## src/rtl/riscv_core_pkg.sv

```systemverilog
// riscv_core_pkg: shared state encoding, reset vector and branch ALU opcodes for the core.
package riscv_core_pkg;
  typedef enum logic [1:0] {ST_BOOT = 2'd0, ST_RUN = 2'd1, ST_TRAP = 2'd2} pc_state_t;
  localparam logic [31:0] RESET_VECTOR_DEF = 32'h0040_0000;
  localparam logic [3:0] ALU_BEQ = 4'b1001;
  localparam logic [3:0] ALU_BNE = 4'b1010;
  localparam logic [3:0] ALU_BLT = 4'b1011;
  localparam logic [3:0] ALU_BGE = 4'b1100;
endpackage

```

## src/rtl/event_counter.sv

```systemverilog
// event_counter: wrapping event counter with enable and synchronous active-low reset.
module event_counter #(
  parameter int COUNT_WIDTH = 32
) (
  input  logic                   clk,
  input  logic                   reset,
  input  logic                   i_en,
  output logic [COUNT_WIDTH-1:0] o_count
);
  logic [COUNT_WIDTH-1:0] r_count;
  always_ff @(posedge clk) begin
    if (!reset) r_count <= '0;
    else if (i_en) r_count <= r_count + COUNT_WIDTH'(1);
  end
  assign o_count = r_count;
endmodule

```

## src/rtl/pc_branch_unit.sv

```systemverilog
// pc_branch_unit: program counter with branch/jump resolution, boot cycle, misalign trap and event counters.
module pc_branch_unit
  import riscv_core_pkg::*;
#(
  parameter int                    DATA_WIDTH   = 32,
  parameter logic [DATA_WIDTH-1:0] RESET_VECTOR = DATA_WIDTH'(RESET_VECTOR_DEF),
  parameter int                    COUNT_WIDTH  = 32
) (
  input  logic                   clk,
  input  logic                   reset,
  input  logic                   Stall_i,
  input  logic                   Retire_i,
  input  logic                   Branch_i,
  input  logic                   Jal_i,
  input  logic                   Jalr_i,
  input  logic                   Zero_i,
  input  logic [DATA_WIDTH-1:0]  Imm_i,
  input  logic [DATA_WIDTH-1:0]  Rs1_Data_i,
  output logic [DATA_WIDTH-1:0]  PC_o,
  output logic [DATA_WIDTH-1:0]  PC_Plus_4_o,
  output logic                   Redirect_o,
  output logic                   Trap_o,
  output logic [DATA_WIDTH-1:0]  Trap_PC_o,
  output logic [COUNT_WIDTH-1:0] Taken_Count_o,
  output logic [COUNT_WIDTH-1:0] Retired_Count_o
);
  pc_state_t             r_state, w_state_next;
  logic [DATA_WIDTH-1:0] r_pc, r_trap_pc, w_jalr_sum, w_target;
  logic                  w_run, w_redirect_raw, w_adv, w_mis, w_commit;
  assign w_run          = r_state == ST_RUN;
  assign w_redirect_raw = Jalr_i | Jal_i | (Branch_i & Zero_i);
  assign w_jalr_sum     = Rs1_Data_i + Imm_i;
  // Jalr outranks Jal, which outranks a taken branch
  assign w_target = Jalr_i ? {w_jalr_sum[DATA_WIDTH-1:1], 1'b0}
                  : w_redirect_raw ? r_pc + Imm_i
                  : PC_Plus_4_o;
  assign w_adv    = w_run & Retire_i & ~Stall_i;
  assign w_mis    = |w_target[1:0];
  assign w_commit = w_adv & ~w_mis;
  always_comb begin
    w_state_next = r_state;
    w_state_next = r_state == ST_BOOT ? ST_RUN : (w_adv & w_mis) ? ST_TRAP : r_state;
  end
  always_ff @(posedge clk) begin
    if (!reset) begin
      r_state   <= ST_BOOT;
      r_pc      <= RESET_VECTOR;
      r_trap_pc <= '0;
    end else begin
      r_state <= w_state_next;
      if (w_commit) r_pc <= w_target;
      if (w_adv & w_mis) r_trap_pc <= r_pc;
    end
  end
  event_counter #(.COUNT_WIDTH(COUNT_WIDTH)) u_taken_cnt (
    .clk(clk), .reset(reset), .i_en(w_commit & w_redirect_raw), .o_count(Taken_Count_o)
  );
  event_counter #(.COUNT_WIDTH(COUNT_WIDTH)) u_retired_cnt (
    .clk(clk), .reset(reset), .i_en(w_commit), .o_count(Retired_Count_o)
  );
  assign PC_o        = r_pc;
  assign PC_Plus_4_o = r_pc + DATA_WIDTH'(4);
  assign Redirect_o  = w_run & w_redirect_raw;
  assign Trap_o      = r_state == ST_TRAP;
  assign Trap_PC_o   = r_trap_pc;
endmodule
```

## config.mk

```make
export PLATFORM = sky130hd
export DESIGN_NAME = pc_branch_unit
export DESIGN_NICKNAME = d
export VERILOG_FILES = /design/src/rtl/riscv_core_pkg.sv /design/src/rtl/event_counter.sv /design/src/rtl/pc_branch_unit.sv
export SDC_FILE = /design/constraint.sdc
export NUM_CORES = 1
export LEC_CHECK = 0
export ABC_AREA = 1
export CORE_MARGIN = 5
export CORE_UTILIZATION = 40
export CTS_CLUSTER_DIAMETER = 150
export DETAILED_ROUTE_END_ITERATION = 8
export GPL_ROUTABILITY_DRIVEN = 1
export RECOVER_POWER = 50
export SLEW_MARGIN = 20
export SYNTH_ARGS = -nofsm -noshare
export SYNTH_HDL_FRONTEND = slang
export SYNTH_SLANG_ARGS = --single-unit
```

## constraint.sdc

```tcl
create_clock -name clk -period 3.7 [get_ports clk]
set_input_delay 0.74 -clock clk [delete_from_list [all_inputs] [get_ports clk]]
set_output_delay 0.74 -clock clk [all_outputs]
set_load 0.02 [all_outputs]
```

# Word level (Yosys, flattened, before mapping)
# Index checks and enable logic that the tools add are counted.
# totals
regBits	130
latchBits	0
ramBits	0
rom_bits	0
in_bits	72
out_inout_bits	162
elab_cells	33
mem_count	0
# op_classes
addsub	5
n_mul	0
div_mod_pow	0
magnitude_cmp	0
eq_ne	2
shift	0
mux	4
bitwise_logic	12
reduce_logical	4
# ops
cell	n
$add 32x1->32 const B	2
$add 32x32->32	2
$mux 32	2
$add 32x3->32 const B	1
$and 1x1->1	7
$reduce_or 2->1	2
$not 1->1	3
$eq 2x1->1 const B	1
$eq 2x2->1 const B	1
$logic_not 2->1	1
$mux 1	2
$or 1x1->1	2
$reduce_bool 2->1	1

# Depth between registers and ports, before layout
# depth
ltp_word	8
depth_mapped	16
ltp_nobuf	16

# Hierarchy
# Synthesis repeated with hierarchy kept, for this count alone.
# unflattened
hier_cells	1888
hier_area_um2	11400.9
# by_module_without_submodules
module	n_inst	cells_per_inst	area_each_um2	seq_area_each_um2
pc_branch_unit	1	1368	7900.1	1321.3
event_counter	2	260	1750.4	640.6

# Worst setup path after synthesis
# Ideal clock, no wire load.
# synth_path
path_type	input -> register
start	input port Imm_i[0]
end	register u_taken_cnt.r_count[3] (netlist: u_taken_cnt.o_count[3])
setup_ns	0.115
arrival_ns	2.299
required_time_ns	3.585
path_slack_ns	1.286
stages	10
path_buffers	1
path_cell_list	ha_1 fa_1 nor2_1 nand2_1 nand3_1 nand2_2 nor2_4 buf_4 nand3_1 and3_1
# synth_via
elab_chain_len	7
elab_cells_between_ends	8
cone_classes	add/sub: 2; mux: 2; bitwise: 3; reduce/logical: 1
# synth_lines
item	line_no	source
start: declaration	pc_branch_unit.sv:17	input logic [DATA_WIDTH-1:0] Imm_i,
$add 32x32->32	pc_branch_unit.sv:35	: w_redirect_raw ? r_pc + Imm_i
$mux 32	pc_branch_unit.sv:35	
$mux 32 *	pc_branch_unit.sv:34	assign w_target = Jalr_i ? {w_jalr_sum[DATA_WIDTH-1:1], 1'b0}
$reduce_or 2->1 *	pc_branch_unit.sv:38	assign w_mis = |w_target[1:0];
$not 1->1 *	pc_branch_unit.sv:39	assign w_commit = w_adv & ~w_mis;
$and 1x1->1 *	pc_branch_unit.sv:39	
$and 1x1->1 *	pc_branch_unit.sv:56	.clk(clk), .reset(reset), .i_en(w_commit & w_redirect_raw), .o_count(Taken_Count_o)
end signal: assignment	event_counter.sv:13	else if (i_en) r_count <= r_count + COUNT_WIDTH'(1);
end: declaration	event_counter.sv:10	logic [COUNT_WIDTH-1:0] r_count;
# Every way passes the cells marked *; elsewhere a longest branch is shown, timed or not.
# A chain may end at the register's enable or synchronous reset.

# Final worst setup path
# layout_path
start	register r_pc[5] (netlist: PC_o[5])
end	output port PC_Plus_4_o[19]
# layout_via
elab_chain_len	1
# layout_lines
item	line_no	source
start: declaration	pc_branch_unit.sv:28	logic [DATA_WIDTH-1:0] r_pc, r_trap_pc, w_jalr_sum, w_target;
start signal: assignment	pc_branch_unit.sv:51	if (w_commit) r_pc <= w_target;
$add 32x3->32	pc_branch_unit.sv:62	assign PC_Plus_4_o = r_pc + DATA_WIDTH'(4);
end: declaration	pc_branch_unit.sv:20	output logic [DATA_WIDTH-1:0] PC_Plus_4_o,
# Every way passes these cells.

==> impl_metrics.env <==
export IMPL_place_congestion=0.933
export IMPL_final_common_cell="nand2_1"
export IMPL_critPathArrivalTime_ps=2860
export IMPL_synth_xor_area_frac=0.0555
export IMPL_slew_headroom=0.245
export IMPL_skew_ps=10.9
export IMPL_ys_seq_elements=130
export IMPL_antenna_found_initial=0
export IMPL_cts_resized=0
export IMPL_period_share=0.974
export IMPL_final_cell_mix="616 x nand2_1, 267 x inv_1, 199 x a21oi_1"
export IMPL_wl_um=44200
export IMPL_track_usage=0.265
export IMPL_critical_path_max_fanout=7
export IMPL_synth_cells=1971
export IMPL_diodes=0
export IMPL_synth_cell_types=39
export IMPL_rsz0062_at_grt="false"
export IMPL_wl_per_cell_um=17.1
export IMPL_dieArea_mm2=0.0323
export IMPL_drv_slew=0
export IMPL_grt_pass1_vias=12500
export IMPL_maxCapViolCount=0
export IMPL_finalPower_uw=4060
export IMPL_synthMuxAreaShare=0
export IMPL_syn_avg_cell_area_um2=5.85
export IMPL_cts_buffers=17
export IMPL_seqCellArea_mm2=0.00261
export IMPL_ys_seq_area_frac=0.226
export IMPL_min_period_ps=3600
export IMPL_min_path_type="reg -> reg"
export IMPL_portBuffers=233
export IMPL_final_util=0.518
export IMPL_synth_compound_area_frac=0.142
export IMPL_final_nets=2332
export IMPL_syn_area_mm2=0.0115
export IMPL_setup_total_negative_slack_ps=0
export IMPL_synth_simple_area_share=0.392
export IMPL_synth_nets=2109
export IMPL_path_class="reg -> out"
export IMPL_cts_tree="yes"
export IMPL_tightest_slew_ps=1130
export IMPL_status="completed"
export IMPL_overflow=0
export IMPL_multi_input_area_mm2=0.00764
export IMPL_worst_ep_required_time_ps=2960
export IMPL_clock_latency_ps=420
export IMPL_cts_sinks=130
export IMPL_ir_drop_uv=308
export IMPL_grt_start_max_net_pins=67
export IMPL_ios=234
export IMPL_yosys_area_share_adder=0.0730
export IMPL_start_util=0.404
export IMPL_max_freq_mhz=277
export IMPL_die_h_um=180
export IMPL_drc=0
export IMPL_fillers=2991
export IMPL_p_leak_uw=0.00697
export IMPL_die_w_um=180
export IMPL_rows=62
export IMPL_setup_violations_final=0
export IMPL_detail_route_antenna_nets=0
export IMPL_synth_top_family_by_area="simple AND/OR/NAND/NOR gates"
export IMPL_clockBufferDepth=2
export IMPL_drt_initial_drc_count=1057
export IMPL_cts_hold_buf=0
export IMPL_clkTransAtPathRegs_ps=60
export IMPL_cts_setup_buffers=0
export IMPL_grt_first_pass_wirelength_um=69500
export IMPL_cts_htree_levels=4
export IMPL_drt_pass1_iterations=5
export IMPL_core_area_mm2=0.0285
export IMPL_vias=13400
export IMPL_dp_hpwl_um=35800
export IMPL_drive_gt1_frac=0.0413
export IMPL_critPathCaptureType="output port"
export IMPL_routed_via_density=5.16
export IMPL_synthTopCellsByArea="dfxtp_1 23%, nand2_1 20%, inv_1 8.7%, a21oi_1 8.6%, ha_1 6.9%"
export IMPL_post_synth_top_area_cell="dfxtp_1"
export IMPL_hold_viol=0
export IMPL_startpoint_type="flop"
export IMPL_power_density_mw_per_mm2=275
export IMPL_cts_root_buf="clkbuf_16"
export IMPL_syn_to_final_growth_pct=28.3
export IMPL_synth_warnings=0
export IMPL_synth_top_area_frac=0.226
==> critical path, cell delays in order, from the launching register on <==
cell,delay [ps]
dfxtp_1,460
nand2_2,130
nor2_1,250
nand2_2,170
nor2_4,200
nand3_1,130
xor2_1,410
clkdlybuf4s50_1,700
==> final timing paths <==
| kind | startpoint | to | slack [ps] | cells after the start |
|---|---|---|---|---|
| setup / recovery | PC_o[5]$_SDFFE_PN0P_ | PC_Plus_4_o[19] | 100 | 7 |
| hold / removal | Trap_PC_o[0]$_SDFFE_PN0P_ | Trap_PC_o[0]$_SDFFE_PN0P_ | 440 | 2 |
| setup reg to reg | PC_o[0]$_SDFFE_PN0P_ | Trap_PC_o[31]$_SDFFE_PN0P_ | 1040 | 8 |
| hold reg to reg | Trap_PC_o[0]$_SDFFE_PN0P_ | Trap_PC_o[0]$_SDFFE_PN0P_ | 440 | 2 |
==> cell families after synthesis <==
family	Yosys count
compound gates	313
xor+xnor	73
fa+ha+maj	66
buf+inv	325
flops	130
simple gates	1064
==> sequential cells by signal (all words and copies together), names as in the netlist <==
name	flops
PC_o	32
Trap_PC_o	32
r_state	2
u_retired_cnt.o_count	32
u_taken_cnt.o_count	32
==> synthesized netlist by cell type, drive strengths merged <==
library cell	instances
nand3b	15
and2	6
nor3	45
clkbuf	21
dfxtp	130
nor2	193
or2	6
ha	64
nor4	11
o21bai	15
a21boi	1
buf	29
nand3	140
inv	275
xor2	55
nand2	620
xnor2	18
and3	3
nand4	24
a21oi	199
o211ai	5
a41oi	2
a31oi	4
fa	2
o21ai	87
nor3b	1
==> through the flow <==
step | setup WS [ps] | hold WS (ps) | cell area, µm² | std cells
6_report | 96.1 | 441 | 14800 | 2589
5_1_grt | 6.70 | 465 | 14800 | 2589
4_1_cts | 40.7 | 446 | 14800 | 2589
3_5_place_dp | 271 | 437 | 14300 | 2559
3_3_place_gp | 324 | 433 | 14300 | 2559
2_1_floorplan | 1290 | 441 | 11500 | 1971
==> per-layer routing <==
layer,up-vias,track usage,part of all wire,routed length (µm)
met1,6046,0.377,0.48,21300
li1,6782,-,-,-
met4,0,0.0795,0.026,1170
met3,62,0.0627,0.074,3280
met2,473,0.398,0.42,18500
met5,-,0,0,0
==> where the power goes <==
group          switching, µW  internal, µW  total (µW)
combinational            646           377        1020
sequential              43.5          1430        1480
clock                    638           926        1560
==> cell type report <==
class | instances | area share
Tap cell | 384 | 0.0325
Multi-Input combinational cell | 1516 | 0.516
Sequential cell | 130 | 0.176
Clock buffer | 19 | 0.0299
Inverter | 275 | 0.0700
Clock inverter | 11 | 0.00618
Timing Repair Buffer | 254 | 0.169
No activity file was read; power rests on OpenSTA's default activity.
